## config.mk

```make
export PLATFORM = sky130hd
export DESIGN_NAME = mem_fifo
export DESIGN_NICKNAME = d
export VERILOG_FILES = /design/src/rtl/mem_fifo_pkg.sv /design/src/rtl/Memory.sv /design/src/rtl/mem_fifo.sv /design/src/rtl/mem_fifo_ctrl.sv
export SDC_FILE = /design/constraint.sdc
export NUM_CORES = 1
export LEC_CHECK = 0
export CAP_MARGIN = 20
export CORE_MARGIN = 4
export CORE_UTILIZATION = 25
export DETAILED_ROUTE_END_ITERATION = 10
export GPL_TIMING_DRIVEN = 1
export SETUP_SLACK_MARGIN = 0.05
export SYNTH_ARGS = -nofsm -noshare
export SYNTH_HDL_FRONTEND = slang
export SYNTH_SLANG_ARGS = --single-unit
export TNS_END_PERCENT = 10
```

## constraint.sdc

```tcl
create_clock -name clk -period 3.7 [get_ports clk]
set_input_delay 0.37 -clock clk [delete_from_list [all_inputs] [get_ports clk]]
set_output_delay 0.37 -clock clk [all_outputs]
set_load 0.03 [all_outputs]
```

## src/rtl/mem_fifo_pkg.sv

```systemverilog
// Shared sizing for the FIFO controller, its Memory block and the wrapper.
package mem_fifo_pkg;

   localparam int DATA_W = 2;
   localparam int ADDR_W = 4;
   localparam int DEPTH  = 1 << ADDR_W;

   // Occupancy needs one extra bit so that a completely full FIFO is representable.
   typedef logic [ADDR_W:0] count_t;

endpackage

```

## src/rtl/Memory.sv

```systemverilog
// 16 x 2 storage array: write lands at the clock edge, read is combinational.
module Memory
   import mem_fifo_pkg::*;
#(
   parameter int DATA_W = mem_fifo_pkg::DATA_W,
   parameter int ADDR_W = mem_fifo_pkg::ADDR_W
) (
   input  logic              clk,
   input  logic              mem_wr,
   input  logic [ADDR_W-1:0] index_wr,
   input  logic [DATA_W-1:0] data_in,
   input  logic              mem_rd,
   input  logic [ADDR_W-1:0] index_rd,
   output logic [DATA_W-1:0] data_out
);

   logic [DATA_W-1:0] mem_q [(1<<ADDR_W)];

   // Storage write; no reset, contents survive rst and clr.
   always_ff @(posedge clk) begin
      if (mem_wr) begin
         mem_q[index_wr] <= data_in;
      end
   end

   // Read data is only driven while a read is requested.
   always_comb begin
      data_out = '0;
      if (mem_rd) begin
         data_out = mem_q[index_rd];
      end
   end

endmodule

```

## src/rtl/mem_fifo.sv

```systemverilog
// System-level FIFO: mem_fifo_ctrl driving a Memory instance.
// Optional feature: define MEM_FIFO_ERR_EN to expose ovf_err/unf_err.
module mem_fifo
   import mem_fifo_pkg::*;
(
   input  logic              clk,
   input  logic              rst,
   input  logic              clr,
   input  logic              push,
   input  logic [DATA_W-1:0] push_data,
   input  logic              pop,
   output logic [DATA_W-1:0] pop_data,
   output logic              pop_valid,
   output logic              full,
   output logic              empty,
   output count_t            count
`ifdef MEM_FIFO_ERR_EN
   ,
   output logic              ovf_err,
   output logic              unf_err
`endif
);

   logic              mem_wr;
   logic [ADDR_W-1:0] index_wr;
   logic [DATA_W-1:0] mem_wdata;
   logic              mem_rd;
   logic [ADDR_W-1:0] index_rd;
   logic [DATA_W-1:0] mem_rdata;

   mem_fifo_ctrl #(.DATA_W(DATA_W), .ADDR_W(ADDR_W)) u_ctrl (
      .clk       (clk),
      .rst       (rst),
      .clr       (clr),
      .push      (push),
      .push_data (push_data),
      .pop       (pop),
      .pop_data  (pop_data),
      .pop_valid (pop_valid),
      .full      (full),
      .empty     (empty),
      .count     (count),
      .mem_wr    (mem_wr),
      .index_wr  (index_wr),
      .mem_wdata (mem_wdata),
      .mem_rd    (mem_rd),
      .index_rd  (index_rd),
      .mem_rdata (mem_rdata)
`ifdef MEM_FIFO_ERR_EN
      ,
      .ovf_err   (ovf_err),
      .unf_err   (unf_err)
`endif
   );

   Memory #(.DATA_W(DATA_W), .ADDR_W(ADDR_W)) u_mem (
      .clk      (clk),
      .mem_wr   (mem_wr),
      .index_wr (index_wr),
      .data_in  (mem_wdata),
      .mem_rd   (mem_rd),
      .index_rd (index_rd),
      .data_out (mem_rdata)
   );

endmodule

```

## src/rtl/mem_fifo_ctrl.sv

```systemverilog
// Circular-buffer controller for the Memory block: owns the write/read pointers,
// occupancy count and full/empty flags, and registers the memory read data.
// Optional feature: define MEM_FIFO_ERR_EN to add sticky ovf_err/unf_err outputs.
module mem_fifo_ctrl
   import mem_fifo_pkg::*;
#(
   parameter int DATA_W = mem_fifo_pkg::DATA_W,
   parameter int ADDR_W = mem_fifo_pkg::ADDR_W
) (
   input  logic              clk,
   input  logic              rst,
   input  logic              clr,
   input  logic              push,
   input  logic [DATA_W-1:0] push_data,
   input  logic              pop,
   output logic [DATA_W-1:0] pop_data,
   output logic              pop_valid,
   output logic              full,
   output logic              empty,
   output logic [ADDR_W:0]   count,
   output logic              mem_wr,
   output logic [ADDR_W-1:0] index_wr,
   output logic [DATA_W-1:0] mem_wdata,
   output logic              mem_rd,
   output logic [ADDR_W-1:0] index_rd,
   input  logic [DATA_W-1:0] mem_rdata
`ifdef MEM_FIFO_ERR_EN
   ,
   output logic              ovf_err,
   output logic              unf_err
`endif
);

   localparam int FIFO_DEPTH = 1 << ADDR_W;
   localparam logic [ADDR_W:0]   CNT_ONE  = (ADDR_W+1)'(1);
   localparam logic [ADDR_W:0]   CNT_FULL = (ADDR_W+1)'(FIFO_DEPTH);
   localparam logic [ADDR_W-1:0] PTR_ONE  = ADDR_W'(1);

   logic [ADDR_W-1:0] wr_ptr;
   logic [ADDR_W-1:0] rd_ptr;
   logic [ADDR_W:0]   count_nxt;
   logic              op_en;
   logic              push_ok;
   logic              pop_ok;

   // When full, a push is still accepted alongside a pop: the slot being read
   // is the slot being written, and the read returns the old entry because the
   // memory write only lands at the edge.
   assign op_en   = ~rst & ~clr;
   assign pop_ok  = op_en & pop & ~empty;
   assign push_ok = op_en & push & (~full | pop);

   assign mem_wr    = push_ok;
   assign index_wr  = wr_ptr;
   assign mem_wdata = push_data;
   assign mem_rd    = pop_ok;
   assign index_rd  = rd_ptr;

   // Occupancy after this edge; simultaneous push and pop leave it unchanged.
   always_comb begin
      count_nxt = count;
      if (push_ok && !pop_ok) begin
         count_nxt = count + CNT_ONE;
      end else if (pop_ok && !push_ok) begin
         count_nxt = count - CNT_ONE;
      end
   end

   // Pointers, occupancy and status flags; clr behaves like rst here.
   always_ff @(posedge clk) begin
      if (rst || clr) begin
         wr_ptr <= '0;
         rd_ptr <= '0;
         count  <= '0;
         empty  <= 1'b1;
         full   <= 1'b0;
      end else begin
         if (push_ok) begin
            wr_ptr <= wr_ptr + PTR_ONE;
         end
         if (pop_ok) begin
            rd_ptr <= rd_ptr + PTR_ONE;
         end
         count <= count_nxt;
         empty <= (count_nxt == '0);
         full  <= (count_nxt == CNT_FULL);
      end
   end

   // Read-data register: clr holds the last value, only rst zeroes it.
   always_ff @(posedge clk) begin
      if (rst) begin
         pop_data  <= '0;
         pop_valid <= 1'b0;
      end else if (clr) begin
         pop_valid <= 1'b0;
      end else begin
         pop_valid <= pop_ok;
         if (pop_ok) begin
            pop_data <= mem_rdata;
         end
      end
   end

`ifdef MEM_FIFO_ERR_EN
   // Sticky flags for dropped requests; rejected ops never change FIFO state.
   always_ff @(posedge clk) begin
      if (rst || clr) begin
         ovf_err <= 1'b0;
         unf_err <= 1'b0;
      end else begin
         if (push && full && !pop) begin
            ovf_err <= 1'b1;
         end
         if (pop && empty) begin
            unf_err <= 1'b1;
         end
      end
   end
`endif

endmodule

```

==> results.cfg, run 1 <==
[layout]
fillers = 886
synthToLayoutAreaGrowth_pct = 17.7
diodes = 0
layout.cells.non_filler = 300
drive_gt1_share_pct = 10.4
final_nets = 205
layout_commonest_cell = edfxtp_1
final_cell_mix = 32 x edfxtp_1, 21 x nor2_1, 18 x dfxtp_1
design_area_um2 = 2600
fin_util_pct = 30.0

[yosys]
syn_nets = 187
ys.flop_type = edfxtp_1
ys_ff_latch = 50
syn_inst = 173
ys_seq_area_share_pct = 59.8
post_synth_num_cell_types = 35
synth_edf_count = 32
yosysWarnings = 0
async_flop_share_pct = 0
synth_area_um2 = 2210
syn_area_per_cell_um2 = 12.8

[timing]
setup_viol_count_final = 0
skew_ns = 0.00502
hold_viol = 0
tns_ns = 0
min_period_over_period_pct = 60.5
tightest_slew_ns = 0.678
fmax_mhz = 447
maxSlewViolCount = 0
rsz0062_at_grt = no
slew_headroom_pct = 54.8
final.min_clock_period_ns = 2.24

[critical_path]
startpoint_type = primary input
rrSetupSlack_ns = 1.57
timing.rr.start = u_ctrl.index_rd[0]
cp.arrival_ns = 2.21
reg2reg_depth = 4
worstReg2RegEnd = u_ctrl.pop_data[1]
setup.worst_path.class = primary input to flip-flop
crit_required_ns = 3.67
crit_fanout = 9
worstSetupEndpointType = flip-flop

[power]
power_uw = 1020
p_leak_uw = 0.000812
powerDensity_nw_per_um2 = 393
vdd_drop_max_uv = 147

[place]
io_buffers = 16
place_area_um2 = 2480
dp_hpwl_um = 3110
dp_cells = 292
gp_congestion = 0.756

[hold_path]
hp-class = flip-flop to flip-flop
min_path_cells = 2
min_from = u_ctrl.pop_data[0]
worstHoldEndpoint = u_ctrl.pop_data[0]

[floorplan]
core-area_um2 = 8680
floorplan.initialDensity_pct = 25.5
die_w_um = 102
pin_count = 17
die_height_um = 102
rows = 34
dieArea_um2 = 10400

[clocking]
cts_tree = done
cts_buffer_depth = 2
numCtsBuffers = 5
cts_max_level = 2
post_cts_resized = 0
cts.sinks = 50
clk_pin_slew_worst_paths_ns = 0.09
cts-root-buf = clkbuf_8
cts-hold-fix-buffers = 0
cts_setup_buffers = 0
insertion_delay_ns = 0.30

[global_routing]
grt_pass1_wl_um = 6510
grt_max_degree = 17
antenna_found_initial = 0
grt.total_usage_pct = 8.24
grt_pass1_vias = 1313
gr-total-overflow = 0

[status]
status = complete, no violations

[detailed_routing]
drt-vias-per-instance = 4.49
first_pass_iters = 6
wl_per_cell_um = 13.8
vias = 1347
drc = 0
totalWireLength_um = 4140
initialDrtViolationCount = 48
detail-route-antenna-nets = 0

[run]
max_cap_violations = 0
-- cell type report --
class | instances | area [um2] | area share [%]
Inverter | 6 | 22.5 | 0.866
Sequential cell | 50 | 1320 | 50.8
Tap cell | 108 | 135 | 5.19
Clock buffer | 7 | 86.3 | 3.32
Clock inverter | 1 | 30.0 | 1.15
Timing Repair Buffer | 17 | 168 | 6.45
Multi-Input combinational cell | 111 | 838 | 32.2
-- critical path, cell delays in order --
cell	delay, ns
clkdlybuf4s50_1	0.46
or2_0	0.42
nor3_1	0.46
nand2_1	0.19
nor3_1	0.30
-- logic make-up after synthesis --
group,synth area share [%]
simple gates,15.5
flops,59.8
xor+xnor,3.17
compound gates,4.59
fa+ha+maj,3.96
buf+inv,2.26
mux,10.7
-- report_power, final --
part           switching, uW  leakage, uW  internal [uW]  total, uW
clock                    167    0.0000585            220        387
sequential              2.48     0.000433            594        597
combinational           22.1     0.000321           16.4       38.5
total                    191     0.000812            831       1020
-- worst max path at each step --
stage | start | endpoint | slack, ns | cells past startpoint
2_1_floorplan | u_ctrl.count[0] | u_ctrl.full | 1.87 | 6
3_3_place_gp | rst | u_mem.mem_q[2][1] | 1.22 | 5
3_5_place_dp | rst | u_mem.mem_q[3][0] | 1.14 | 5
4_1_cts | rst | u_mem.mem_q[3][0] | 1.47 | 5
5_1_grt | rst | u_mem.mem_q[3][0] | 1.24 | 5
6_report | rst | u_mem.mem_q[2][1] | 1.46 | 5
-- sequential cells by signal, indices dropped and copies added, names as in the netlist --
register          flops
u_ctrl.index_rd       4
u_ctrl.full           1
u_ctrl.empty          1
u_ctrl.index_wr       4
u_ctrl.pop_data       2
u_mem.mem_q          32
u_ctrl.pop_valid      1
u_ctrl.count          5
-- stage by stage --
step	hold slack, ns	setup slack, ns
after global routing	0.528	1.24
after detailed placement	0.511	1.14
after global placement	0.505	1.22
after floorplan	0.469	1.87
final	0.507	1.46
after CTS	0.523	1.47
-- cells in the mapped netlist (4+ instances only) --
library cell   n  area share [%]
ha_1           7             4.0
mux4_2        10              10
nand2b_1       6             1.7
nand2_1       15             2.5
xnor2_1        5             2.0
nor2_1        21             3.6
a21oi_1        5             1.1
dfxtp_1       18              16
inv_1          6             1.0
nand3_1        7             1.6
o21ai_0        4            0.91
edfxtp_1      32              43
nor3_1         5             1.1
-- layer usage --
metal / vias to the layer above / global-route usage, % / share of wire (%)
met4: 0 / 3.33 / 1.9
met3: 6 / 1.84 / 3.2
li1: 666 / - / -
met1: 650 / 9.70 / 43
met5: - / 0 / 0
met2: 25 / 14.5 / 52
Note: power is estimated with default switching activity, not from simulation.
==> run 2, diff against run 1 <==
==> constraint.sdc (replaced) <==
create_clock -name clk -period 2.1 [get_ports clk]
set_input_delay 0.21 -clock clk [delete_from_list [all_inputs] [get_ports clk]]
set_output_delay 0.21 -clock clk [all_outputs]
set_load 0.03 [all_outputs]
==> run 2 against run 1 <==
Cell area increased by 3.6%. Critical endpoint is now u_mem.mem_q[0][0]. Sequential share of layout area down 1.7 points. Clock skew up 0.0026 ns. First-iteration DRC count increased by 19%. Worst setup slack worse by 1.2 ns. Clock-buffer cell count fell by 2.
==> results.cfg, run 2 (same netlist as run 1, synthesis figures left out) <==
[layout]
regMostFlops = u_mem.mem_q
design_area_um2 = 2690
layout.cells.non_filler = 313
final_nets = 218
fin_util_pct = 31.0
reg_top3 = u_mem.mem_q x32, u_ctrl.count x5
synthToLayoutAreaGrowth_pct = 21.9
ff_latch_area_um2 = 1320
final_cell_mix = 32 x edfxtp_1, 21 x nor2_1, 18 x dfxtp_1
diodes = 0
drive_gt1_share_pct = 16.1
fillers = 899
layout_commonest_cell = edfxtp_1
multi_input_area_um2 = 838
largest_reg_flops = 32

[critical_path]
worstReg2RegEnd = u_ctrl.pop_data[0]
rrSetupSlack_ns = 0.30
path_cells = clkdlybuf4s50_1, or2_0, nor3_1, buf_4, nand2_1, nor3_1
cp_slowest_cell = clkdlybuf4s50_1
crit_path_max_incr_delay_ns = 0.42
timing.rr.start = u_ctrl.index_rd[0]
cp.arrival_ns = 1.77
setup.worst_path.class = primary input to flip-flop
worstSetupEndpointType = flip-flop
reg2reg_depth = 5
startpoint_type = primary input
path_buf_inv = 2
crit_top_cell = nor3_1
crit_family = simple AND/OR/NAND/NOR gates
crit_fanout = 4
setup.worst_path.start = clr
crit_required_ns = 2.07

[clocking]
clk_pin_slew_worst_paths_ns = 0.09
cts_tree = done
post_cts_resized = 0
cts_buffer_depth = 2
cts_max_level = 2
insertion_delay_ns = 0.30
cts.sinks = 50
cts-root-buf = clkbuf_8
cts_setup_buffers = 0
cts-hold-fix-buffers = 0
numCtsBuffers = 5

[hold_path]
worstHoldEndpoint = u_ctrl.pop_data[1]
min_from = u_ctrl.pop_data[1]
hp-class = flip-flop to flip-flop
min_path_cells = 2

[timing]
final.min_clock_period_ns = 1.80
skew_ns = 0.00760
hold_viol = 0
min_period_over_period_pct = 85.7
tightest_slew_ns = 0.547
worst_slack_ns = 0.300
rsz0062_at_grt = no
maxSlewViolCount = 0
slew_headroom_pct = 63.4
setup_viol_count_final = 0
fmax_mhz = 556

[run]
max_cap_violations = 0

[detailed_routing]
vias = 1378
totalWireLength_um = 4020
wl_per_cell_um = 12.8
drt-vias-per-instance = 4.40
detail-route-antenna-nets = 0
first_pass_iters = 4
initialDrtViolationCount = 57
drc = 0

[power]
p_seq_share_pct = 58.6
p_leak_uw = 0.000873
power_frac_comb_pct = 4.4
switching_share_pct = 19.7
vdd_drop_max_uv = 256
power.clock.fraction_pct = 37.0
p_int_uw = 1440
powerDensity_nw_per_um2 = 666
power_switching_uw = 354

[place]
place_area_um2 = 2580
gp_congestion = 0.844
dp_cells = 305
dp_hpwl_um = 3050
dp_slack_ns = -0.0273
io_buffers = 16

[global_routing]
grt_pass1_wl_um = 6670
gr-total-overflow = 0
grt_busiest_layer = met2
use_met1_pct = 10.9
grt.total_usage_pct = 8.25
antenna_found_initial = 0
use_met2_pct = 13.6
grt_max_degree = 17
use_met3_pct = 1.23
grt_pass1_vias = 1369

[floorplan]
core-area_um2 = 8680
die_height_um = 102
dieArea_um2 = 10400
floorplan.initialDensity_pct = 25.5
pin_count = 17
die_w_um = 102
rows = 34

[status]
status = complete, no violations
[run 2: changes by cell type in the layout (fill, tap and decap cells not counted)]
cell and change:
buf_4 +13, inv_6 +1, clkbuf_8 -1, clkinv_1 +1, clkbuf_1 -1
[run 2: metrics by stage]
step / setup TNS, ns / hold WS (ns) / total power (uW)
floorplan: 0 / 0.309 / 1110
global placement: 0 / 0.465 / 1150
detailed placement: -0.0545 / 0.470 / 1150
CTS: 0 / 0.483 / 1820
global route: 0 / 0.534 / 1870
finish: 0 / 0.474 / 1790
[run 2: final cells by class]
type                            count  area share, %
Sequential cell                    50           49.0
Multi-Input combinational cell    111           31.1
Timing Repair Buffer               30           9.85
Tap cell                          108           5.02
Clock buffer                        5           2.55
Clock inverter                      3           1.58
Inverter                            6          0.836
[run 2: worst max path at each step]
stage,cells after the start,endpoint
CTS,5,u_ctrl.pop_data[1]
finish,6,u_mem.mem_q[0][0]
floorplan,6,u_ctrl.full
detailed placement,6,u_mem.mem_q[0][1]
global route,5,u_ctrl.pop_data[1]
global placement,6,u_mem.mem_q[2][0]
[run 2: routing by layer]
layer	wire [um]	vias up
met1	1880	665
met4	85	0
met5	0	-
met3	74	6
met2	1980	14
li1	-	693
[run 2: power by group through the flow]
stage	Sequential, uW	Clock [uW]	Combinational [uW]
2_1_floorplan	1080	0	32.3
3_3_place_gp	1070	0	79.3
3_5_place_dp	1070	0	79.4
4_1_cts	1050	688	79.9
5_1_grt	1050	727	87.1
6_report	1050	664	78.8
[run 2: worst min-delay path, stage by stage, from the launching register on]
cell      delay [ns]
dfxtp_1         0.32
nand2b_1        0.06
o21ai_0         0.06
